File: config.mk
export PLATFORM = sky130hd
export DESIGN_NAME = vga_bouncing_sprite
export DESIGN_NICKNAME = d
export VERILOG_FILES = /design/src/rtl/vga_pkg.sv /design/src/rtl/vga_bounce_axis.sv /design/src/rtl/vga_bouncing_sprite.sv
export SDC_FILE = /design/constraint.sdc
export NUM_CORES = 1
export LEC_CHECK = 0
export CORE_AREA = 2 2 63 109
export CTS_CLUSTER_SIZE = 20
export DETAILED_ROUTE_END_ITERATION = 10
export DIE_AREA = 0 0 65 111
export GPL_TIMING_DRIVEN = 0
export PLACE_DENSITY = 0.75
export REMOVE_ABC_BUFFERS = 1
export SETUP_SLACK_MARGIN = 0.3
export SLEW_MARGIN = 10
export SYNTH_ARGS = -nofsm -noshare
export SYNTH_HDL_FRONTEND = slang
export SYNTH_SLANG_ARGS = --single-unit
File: constraint.sdc
create_clock -name i_clk -period 2.8 [get_ports i_clk]
set_clock_uncertainty 0.2 [all_clocks]
set_input_delay 0.56 -clock i_clk [delete_from_list [all_inputs] [get_ports i_clk]]
set_output_delay 0.56 -clock i_clk [all_outputs]
set_load 0.02 [all_outputs]
File: src/rtl/vga_pkg.sv
// Shared types and default screen geometry for the VGA sprite pipeline.
package vga_pkg;

  localparam int unsigned DEF_H_ACTIVE = 640;
  localparam int unsigned DEF_V_ACTIVE = 480;

  typedef logic [2:0] rgb3_t;
  typedef logic [9:0] coord_t;

  typedef enum logic {
    DIR_INC,
    DIR_DEC
  } dir_e;

endpackage

File: src/rtl/vga_bounce_axis.sv
// One axis of sprite motion: position register plus INC/DEC direction FSM.
// Moves STEP per tick, clamps to [0, MAX] and flags a bounce on the turning tick.
module vga_bounce_axis
  import vga_pkg::*;
#(
  parameter int unsigned MAX  = 608,
  parameter int unsigned STEP = 2
) (
  input  logic   clk,
  input  logic   resetN,
  input  logic   tick,
  output coord_t pos,
  output logic   bounce
);

  localparam logic [10:0] MAX11  = 11'(MAX);
  localparam logic [10:0] STEP11 = 11'(STEP);

  dir_e        state;
  dir_e        stateNext;
  coord_t      posNext;
  logic [10:0] posExt;
  logic [10:0] incSum;
  logic [10:0] decDiff;

  assign posExt  = {1'b0, pos};
  assign incSum  = posExt + STEP11;
  assign decDiff = posExt - STEP11;

  // Direction and position registers; both move only on a frame tick.
  always_ff @(posedge clk or negedge resetN) begin
    if (!resetN) begin
      state <= DIR_INC;
      pos   <= '0;
    end else begin
      state <= stateNext;
      pos   <= posNext;
    end
  end

  // Next position / direction and bounce flag for the current tick.
  always_comb begin
    stateNext = state;
    posNext   = pos;
    bounce    = 1'b0;
    if (tick) begin
      unique case (state)
        DIR_INC: begin
          if (incSum >= MAX11) begin
            posNext   = MAX11[9:0];
            stateNext = DIR_DEC;
            bounce    = 1'b1;
          end else begin
            posNext = incSum[9:0];
          end
        end
        DIR_DEC: begin
          if (posExt <= STEP11) begin
            posNext   = '0;
            stateNext = DIR_INC;
            bounce    = 1'b1;
          end else begin
            posNext = decDiff[9:0];
          end
        end
        default: begin
          stateNext = DIR_INC;
        end
      endcase
    end
  end

endmodule

File: src/rtl/vga_bouncing_sprite.sv
// Pixel-colour stage: gradient background with a bouncing solid sprite.
// Two-cycle colour pipeline; sync pulses delayed to match.
// Optional feature macro: VGA_SPRITE_BOUNCE_COLOR_EN (sprite colour steps on each bounce).
module vga_bouncing_sprite
  import vga_pkg::*;
#(
  parameter int unsigned H_ACTIVE = DEF_H_ACTIVE,
  parameter int unsigned V_ACTIVE = DEF_V_ACTIVE,
  parameter int unsigned SPRITE_W = 32,
  parameter int unsigned SPRITE_H = 32,
  parameter int unsigned STEP     = 2
) (
  input  logic   i_clk,
  input  logic   i_resetN,
  input  coord_t i_px,
  input  coord_t i_py,
  input  logic   i_activeArea,
  input  logic   i_hs,
  input  logic   i_vs,
  output logic   o_hs,
  output logic   o_vs,
  output rgb3_t  o_red,
  output rgb3_t  o_green,
  output rgb3_t  o_blue
);

  localparam logic [10:0] SPR_W11 = 11'(SPRITE_W);
  localparam logic [10:0] SPR_H11 = 11'(SPRITE_H);
  localparam coord_t      TICK_Y  = coord_t'(V_ACTIVE);

  logic   tick;
  coord_t sprX;
  coord_t sprY;
  logic   bounceX;
  logic   bounceY;
  logic   hitNow;
  rgb3_t  sprRed;
  rgb3_t  sprGreen;
  rgb3_t  sprBlue;

  logic   s1Hit;
  logic   s1Active;
  rgb3_t  s1PxHi;
  rgb3_t  s1PyHi;
  logic   s1Hs;
  logic   s1Vs;

  assign tick = (i_px == '0) && (i_py == TICK_Y);

  vga_bounce_axis #(
    .MAX (H_ACTIVE - SPRITE_W),
    .STEP(STEP)
  ) axisX (
    .clk   (i_clk),
    .resetN(i_resetN),
    .tick  (tick),
    .pos   (sprX),
    .bounce(bounceX)
  );

  vga_bounce_axis #(
    .MAX (V_ACTIVE - SPRITE_H),
    .STEP(STEP)
  ) axisY (
    .clk   (i_clk),
    .resetN(i_resetN),
    .tick  (tick),
    .pos   (sprY),
    .bounce(bounceY)
  );

  // Sprite rectangle test in 11 bits so sprX+SPRITE_W cannot wrap.
  always_comb begin
    hitNow = i_activeArea
          && ({1'b0, i_px} >= {1'b0, sprX}) && ({1'b0, i_px} < ({1'b0, sprX} + SPR_W11))
          && ({1'b0, i_py} >= {1'b0, sprY}) && ({1'b0, i_py} < ({1'b0, sprY} + SPR_H11));
  end

`ifdef VGA_SPRITE_BOUNCE_COLOR_EN
  rgb3_t colorIdx;

  // Colour index advances once per bouncing tick, cycling 1..7 and never 0.
  always_ff @(posedge i_clk or negedge i_resetN) begin
    if (!i_resetN) begin
      colorIdx <= 3'b001;
    end else if (tick && (bounceX || bounceY)) begin
      colorIdx <= (colorIdx == 3'b111) ? 3'b001 : colorIdx + 3'b001;
    end
  end

  // Each index bit drives one full colour channel.
  always_comb begin
    sprRed   = {3{colorIdx[2]}};
    sprGreen = {3{colorIdx[1]}};
    sprBlue  = {3{colorIdx[0]}};
  end
`else
  // Bounce flags have no consumer when the sprite colour is fixed.
  logic unusedBounce;
  assign unusedBounce = bounceX ^ bounceY;

  // Fixed white sprite.
  always_comb begin
    sprRed   = '1;
    sprGreen = '1;
    sprBlue  = '1;
  end
`endif

  // Stage 1: register hit test, active flag, gradient bits and syncs.
  always_ff @(posedge i_clk or negedge i_resetN) begin
    if (!i_resetN) begin
      s1Hit    <= '0;
      s1Active <= '0;
      s1PxHi   <= '0;
      s1PyHi   <= '0;
      s1Hs     <= '1;
      s1Vs     <= '1;
    end else begin
      s1Hit    <= hitNow;
      s1Active <= i_activeArea;
      s1PxHi   <= i_px[8:6];
      s1PyHi   <= i_py[8:6];
      s1Hs     <= i_hs;
      s1Vs     <= i_vs;
    end
  end

  // Stage 2: select blank / sprite / gradient colour and output syncs.
  always_ff @(posedge i_clk or negedge i_resetN) begin
    if (!i_resetN) begin
      o_red   <= '0;
      o_green <= '0;
      o_blue  <= '0;
      o_hs    <= '1;
      o_vs    <= '1;
    end else begin
      o_hs <= s1Hs;
      o_vs <= s1Vs;
      if (!s1Active) begin
        o_red   <= '0;
        o_green <= '0;
        o_blue  <= '0;
      end else if (s1Hit) begin
        o_red   <= sprRed;
        o_green <= sprGreen;
        o_blue  <= sprBlue;
      end else begin
        o_red   <= s1PxHi;
        o_green <= s1PyHi;
        o_blue  <= '0;
      end
    end
  end

endmodule

After elaboration in Yosys (flattened, before gate mapping)
Index checks and enable logic that the tools add are counted.
Storage, ports and cells
  bits in registers: 43
  bits in latches: 0
  bits in writable memories: 0
  memory bits (read-only): 0
  input bits: 25
  output and inout bits: 11
  word-level logic and storage cells: 56
  memories: 0
Cells by class
  add/subtract/negate cells: 6
  $mul: 0
  div/mod/pow operators: 0
  order comparisons: 8
  equal/unequal tests: 1
  shift operators: 0
  muxes and demuxes: 18
  bitwise operators: 2
  reductions and logical operators: 6
Operator list (number)
  two-way mux 10 bit: 4
  one-hot mux 10 bit (2 select lines): 2
  adder 10 x 2 -> 11 bit (second input constant): 2
  adder 10 x 6 -> 11 bit (second input constant): 2
  less-than comparator 10 x 11 -> 1 bit: 2
  >= comparator 10 bit: 2
  less-or-equal comparator 10 x 2 -> 1 bit (second input constant): 2
  subtractor 10 x 2 -> 10 bit (second input constant): 2
  two-way mux 3 bit: 6
  >= comparator 11 x 10 -> 1 bit (second input constant): 1
  >= comparator 11 x 9 -> 1 bit (second input constant): 1
  equality test 10 x 9 -> 1 bit (second input constant): 1
  logical NOT 10 bit: 1
  logical AND 1 bit: 5
  two-way mux 1 bit: 4
  one-hot mux 1 bit (2 select lines): 2
  inverter 1 bit: 2

Depth between registers and ports, before layout
Gate-level depths: netlist of the first run.
  word-level depth: 5
  depth in mapped cells: 10
  gate-level depth less buffers: 10

Cells and area by module
Synthesis of the first run repeated with hierarchy kept, for this count alone.
Second synthesis, totals
  cells, all modules: 393
  area total of the unflattened synthesis: 3408.3 µm²
Modules (own cells, without submodules)
  vga_bouncing_sprite: instances 1, cells an instance 151, area each 1482.7 µm², seq. area each 480.5 µm²
  vga_bounce_axis (axisX): instances 1, cells an instance 123, area each 987.2 µm², seq. area each 250.2 µm²
  vga_bounce_axis (axisY): instances 1, cells an instance 119, area each 938.4 µm², seq. area each 250.2 µm²

Worst setup path before layout of the first run
OpenSTA, ideal clock, no wires.
  path kind: input-to-reg
  from: input port i_px[6]
  to: register axisX.pos[4]
  library setup time: 0.137 ns
  data arrival time: 2.240 ns
  data required time: 2.463 ns
  setup slack: 0.223 ns
  cell stages on the path: 8
  path buffers: 2
  cells stage by stage: or4b_2 -> nor3_1 -> and3_1 -> clkbuf_1 -> buf_2 -> o21ai_0 -> a22oi_1 -> o31ai_1
On the way
  word-level cells in the longest chain between the ends: 2
Ends and longest elaborated chain
  start, declared: RTL line vga_bouncing_sprite.sv:15  | input coord_t i_px,
  logical NOT 10 bit: RTL line vga_bouncing_sprite.sv:48  | assign tick = (i_px == '0) && (i_py == TICK_Y);
  logical AND 1 bit: RTL line vga_bouncing_sprite.sv:48
  end signal, assigned: RTL line vga_bounce_axis.sv:37  | pos <= posNext;
  end, declared: RTL line vga_bounce_axis.sv:12  | output coord_t pos,
No other way between the ends.
A chain may end at the register's enable or synchronous reset.

Final worst setup path of the first run
  from: register axisY.pos[5]
  to: register s1Hit
On the way
  word-level cells in the longest chain between the ends: 3
  elaborated cells on any way between the ends: 5
  those cells by class: add/sub (1); order compare (2); reduce/logical (2)
Ends and longest elaborated chain
  start, declared: RTL line vga_bounce_axis.sv:12
  start signal, assigned: RTL line vga_bounce_axis.sv:37
  adder 10 x 6 -> 11 bit or >= comparator 10 bit (tied branches): RTL line vga_bouncing_sprite.sv:76  | && ({1'b0, i_py} >= {1'b0, sprY}) && ({1'b0, i_py} < ({1'b0, sprY} + SPR_H11));
  less-than comparator 10 x 11 -> 1 bit or logical AND 1 bit (tied branches): RTL line vga_bouncing_sprite.sv:76
  logical AND 1 bit (*): RTL line vga_bouncing_sprite.sv:76
  named net hitNow: RTL line vga_bouncing_sprite.sv:36  | logic hitNow;
  end signal, assigned: RTL line vga_bouncing_sprite.sv:120  | s1Hit <= hitNow;
  end, declared: RTL line vga_bouncing_sprite.sv:41  | logic s1Hit;
The timed path passes the listed nets; every way through them passes the cells marked *.

==> results, run 1 <==
- The run finished with clean final reports.
- The number of antenna diodes in the final layout is 0.
- Port buffering added 35 buffers.
- Global routing used 28.7% of the available tracks.
- The number of buffers on the longest clock path is 2.
- The y dimension of the die is 111 um.
- The number of nets with antenna violations after detailed routing is 0.
- The arrival time reported for the critical path endpoint is 2.54 ns.
- The count of max-cap constraint violations is 0.
- The via count of the first global-routing pass is 3298.
- The number of max-slew violations in the final report is 0.
- The most used flip-flop cell after synthesis is sky130_fd_sc_hd__dfrtp_1.
- The biggest fanout along the worst timing path is 7.
- The endpoint required time on the critical path is 2.77 ns.
- The post-CTS clock slew at the launch and capture registers of the worst setup and hold paths is 0.07 ns.
- The initialized floorplan defines 39 standard-cell rows.
- Cells with a size suffix above 1 make up 31.0% of the layout.
- The count of different cell masters after synthesis is 59.
- The number of failing hold endpoints at the final stage is 0.
- The initial antenna violation count came to 0.
- The number of synthesized flops with an enable pin is 0.
- The post-route setup TNS is 0 ns.
- In the post-synthesis netlist, the biggest area contributors are sky130_fd_sc_hd__dfrtp_1 (28%), sky130_fd_sc_hd__ha_1 (15%), sky130_fd_sc_hd__o21ai_0 (4.9%), sky130_fd_sc_hd__dfstp_2 (3.4%), sky130_fd_sc_hd__o21a_1 (3.2%).
- CTS built an H-tree with a depth of 2.
- The first-pass GRT wire length is 15.9 mm.
- The signal on the critical path passes through inv_4 > ha_1 > inv_1 > ha_4 > a21o_1 > a221oi_2 > nor2b_4 > o21ai_2 > a2111oi_2.
- Once layout is complete, the cells apart from fillers number 505.
- The average vias per placed instance is 6.60.
- Power comes to 1.41 mW.
- The filler cell count is 494.
- The worst setup path is captured at a register.
- For this run, global-route usage on met1 was measured as 27.9%.
- The critical path crosses 9 cells after its start point.
- The final setup violation count is 0.
- Summed over all instances, the cell type with the most area after synthesis is sky130_fd_sc_hd__dfrtp_1.
- The final layout contains 485 nets.
- The post-synthesis area per instance is 8.84 um^2.
- At the end of routability-driven placement, the weighted congestion stood at 0.996.
- The post-synthesis sequential element count is 39.
- By count the netlist is led by sky130_fd_sc_hd__ha_1 (38), sky130_fd_sc_hd__dfrtp_1 (35), sky130_fd_sc_hd__o21ai_0 (30).
- Dividing the final minimum period by the clock period gives 91.7%.
- On the critical path the largest part of the delay comes from compound AO/OA/AOI/OAI gates.
- The total number of vias is 3334.
- The global-route track usage on met3 is 4.57%.
- The class of the tightest hold or removal check is in -> async.
- On the worst path, the slowest cell contributes a delay of 0.45 ns.
- The category of the worst setup path launch point is a register.
- The count of warnings emitted by yosys is 0.
- The clock network accounts for 48.7% of the total power.
- The pre-antenna-repair detailed-routing pass consisted of 5 iterations.
- The area of the die is 0.00722 mm^2.
- The CTS tree is built.
- The fraction of met2 tracks used by global routing is 52.3%.
- The average wire length per cell after detail routing is 21.2 um.
- The critical path is of the reg -> reg type.
- The root cell of the clock tree is sky130_fd_sc_hd__clkbuf_16.
- The initial utilization of the core area, before any placement, comes to 48.3%.
- The largest net degree at the start of global routing is 23.
- For this block, the initial DRC count from the detailed router was 426.
- TritonCTS created 5 clock buffers.
- The normalized max-slew margin is 65.8%.
- The share of total power dissipated in combinational logic is 9.9%.
- The number of instances in the synthesized netlist is 349.
- The synthesized netlist occupies a cell area of 0.00309 mm^2.
- The clock sink count is 39.
- At the pin with the least slew margin, the transition time is 0.509 ns.
- The worst reg2reg path depth is 9.
- The count of unresolved DRC violations after routing is 0.
- The maximum operating frequency is 390 MHz.
- VDD sags by at most 0.360 mV.
- The most utilized layer in the global route result is met2.
- The sequential share of the synthesized area is 31.8%.
- The library cell with the highest instance count after synthesis is sky130_fd_sc_hd__ha_1.
- The floorplan die width is 65 um.
- For this design the total switching power over the nets is 0.337 mW.
- 36 I/O pins were placed.
- The area growth from synthesis to final layout is 41.0%.
- Internal power comes to 1.07 mW.
- Global routing finished with a remaining overflow of 0.
- The cell total after placement is 449.
- Net switching is 23.9% of the power.
- For this run, asynchronously set or reset flops after synthesis account for 100%.
- The worst path in the final design needs a cycle of 2.57 ns, including I/O delays and setup.
- For this design the ratio of total power to cell area is 324 mW/mm^2.
- The count of buffering cells on the critical path with inverters included is 2.
- The routed wire length is 10.7 mm.
- The core region area is 0.00639 mm^2.
- Final hold analysis gives a worst-case slack of 0.0398 ns.
- The cell with the largest stage delay on the worst path is sky130_fd_sc_hd__dfrtp_2.
- Setup repair after global routing could not meet its margin everywhere.
- The analysis attributes to cell leakage a power of 1.80 nW.
- The portion of total power attributed to sequential cells is 41.4%.
- The HPWL after detailed placement is 6.61 mm.
- At the later pin of the worst-skew pair, clock insertion delay measures 0.29 ns.
- The top cell type by area accounts for 28.4% of the synthesized area.
[metal layers]
| metal | vias up | wire length (um) |
|---|---|---|
| met5 | - | 0 |
| met4 | 0 | 743 |
| met3 | 68 | 626 |
| met2 | 179 | 5850 |
| met1 | 1608 | 3490 |
| li1 | 1479 | - |
[area by class of cell]
| type | instances | area [um^2] | share of cell area [%] |
|---|---|---|---|
| clock inverter | 3 | 47.5 | 1.09 |
| tap | 82 | 103 | 2.36 |
| sequential | 39 | 995 | 22.9 |
| inverter | 23 | 92.6 | 2.13 |
| clock buffer | 5 | 125 | 2.88 |
| timing repair buffer | 83 | 749 | 17.2 |
| multi-input combinational | 270 | 2240 | 51.5 |
[logic make-up after synthesis]
logic type / after synthesis / share of synthesized area (%)
adders and majority gates: 38 / 15.4
xor gates and xnor gates: 9 / 2.55
buffers and inverters: 41 / 5.68
AOI/OAI and AO/OA: 117 / 25.9
DFF: 39 / 31.8
and+or+nand+nor: 105 / 18.7
[registers in the layout, indices dropped and copies added, names as in the netlist, 3 cells and up]
| signal | cells |
|---|---|
| s1PyHi | 3 |
| s1PxHi | 3 |
| axisX.pos | 9 |
| o_green | 3 |
| o_red | 3 |
| axisY.pos | 9 |
[power groups by stage]
| stage | Clock, mW | Combinational (mW) | Sequential, mW |
|---|---|---|---|
| after floorplan | 0 | 0.0402 | 0.602 |
| after global placement | 0 | 0.126 | 0.594 |
| after detailed placement | 0 | 0.134 | 0.595 |
| after CTS | 0.692 | 0.139 | 0.584 |
| after global routing | 0.710 | 0.153 | 0.585 |
| final | 0.687 | 0.140 | 0.584 |
[placed cells by master (no fill, tap or decap), types with 4 or more instances in the layout]
cell type	netlist	routed
sky130_fd_sc_hd__buf_4	2	38
sky130_fd_sc_hd__ha_1	38	33
sky130_fd_sc_hd__dfrtp_1	35	24
sky130_fd_sc_hd__clkdlybuf4s50_1	0	23
sky130_fd_sc_hd__inv_1	23	20
sky130_fd_sc_hd__nand2_1	19	18
sky130_fd_sc_hd__a21oi_1	18	16
sky130_fd_sc_hd__o21ai_0	30	15
sky130_fd_sc_hd__nor2_1	15	14
sky130_fd_sc_hd__o21a_1	13	13
sky130_fd_sc_hd__nand3_1	14	12
sky130_fd_sc_hd__dfrtp_2	0	11
sky130_fd_sc_hd__o21ai_1	1	10
sky130_fd_sc_hd__xnor2_1	9	8
sky130_fd_sc_hd__nor3_1	13	8
sky130_fd_sc_hd__nand4_1	7	7
sky130_fd_sc_hd__a31oi_1	7	7
sky130_fd_sc_hd__o21ai_2	0	6
sky130_fd_sc_hd__clkbuf_2	0	6
sky130_fd_sc_hd__or3_1	5	5
sky130_fd_sc_hd__clkbuf_16	0	5
sky130_fd_sc_hd__a21o_1	4	4
sky130_fd_sc_hd__o22ai_1	4	4
sky130_fd_sc_hd__dfstp_2	4	4
sky130_fd_sc_hd__buf_6	1	4
[final timing paths]
check	start	end	slack [ns]
setup / recovery	axisY.pos[5]	s1Hit	0.23
hold / removal	i_resetN	axisX.pos[3]	0.04
setup reg to reg	axisY.pos[5]	s1Hit	0.23
hold reg to reg	s1Hs	o_hs	0.16
max in group asynchronous	i_resetN	o_vs	1.80
min in group i_clk	s1Hs	o_hs	0.16
[metrics by stage]
stage	util, %	setup WS, ns	cell area [um^2]
floorplan	-	0.0438	3000
global placement	54.0	-1.30	3450
detailed placement	54.3	-1.32	3470
CTS	62.7	0.294	4010
global route	68.1	0.181	4350
finish	68.1	0.234	4350
[repair_timing]
action                     4_1_cts  5_1_grt
gates resized for setup         63       67
setup buffers                   25       22
cloned                           1        0
setup endpoints to repair       21       20
hold buffers                     0        0
pin swaps                        8       24
No activity file was read; power rests on OpenSTA's default activity.
==> inputs of run 2 (changes only) <==
--- a/config.mk
+++ b/config.mk
@@ -6,7 +6,6 @@
 export NUM_CORES = 1
 export LEC_CHECK = 0
 export CORE_AREA = 2 2 63 109
-export CTS_CLUSTER_SIZE = 20
 export DETAILED_ROUTE_END_ITERATION = 10
 export DIE_AREA = 0 0 65 111
 export GPL_TIMING_DRIVEN = 0
==> results of run 2 <==
The final DEF is identical to that of run 1; final timing and power are the same.
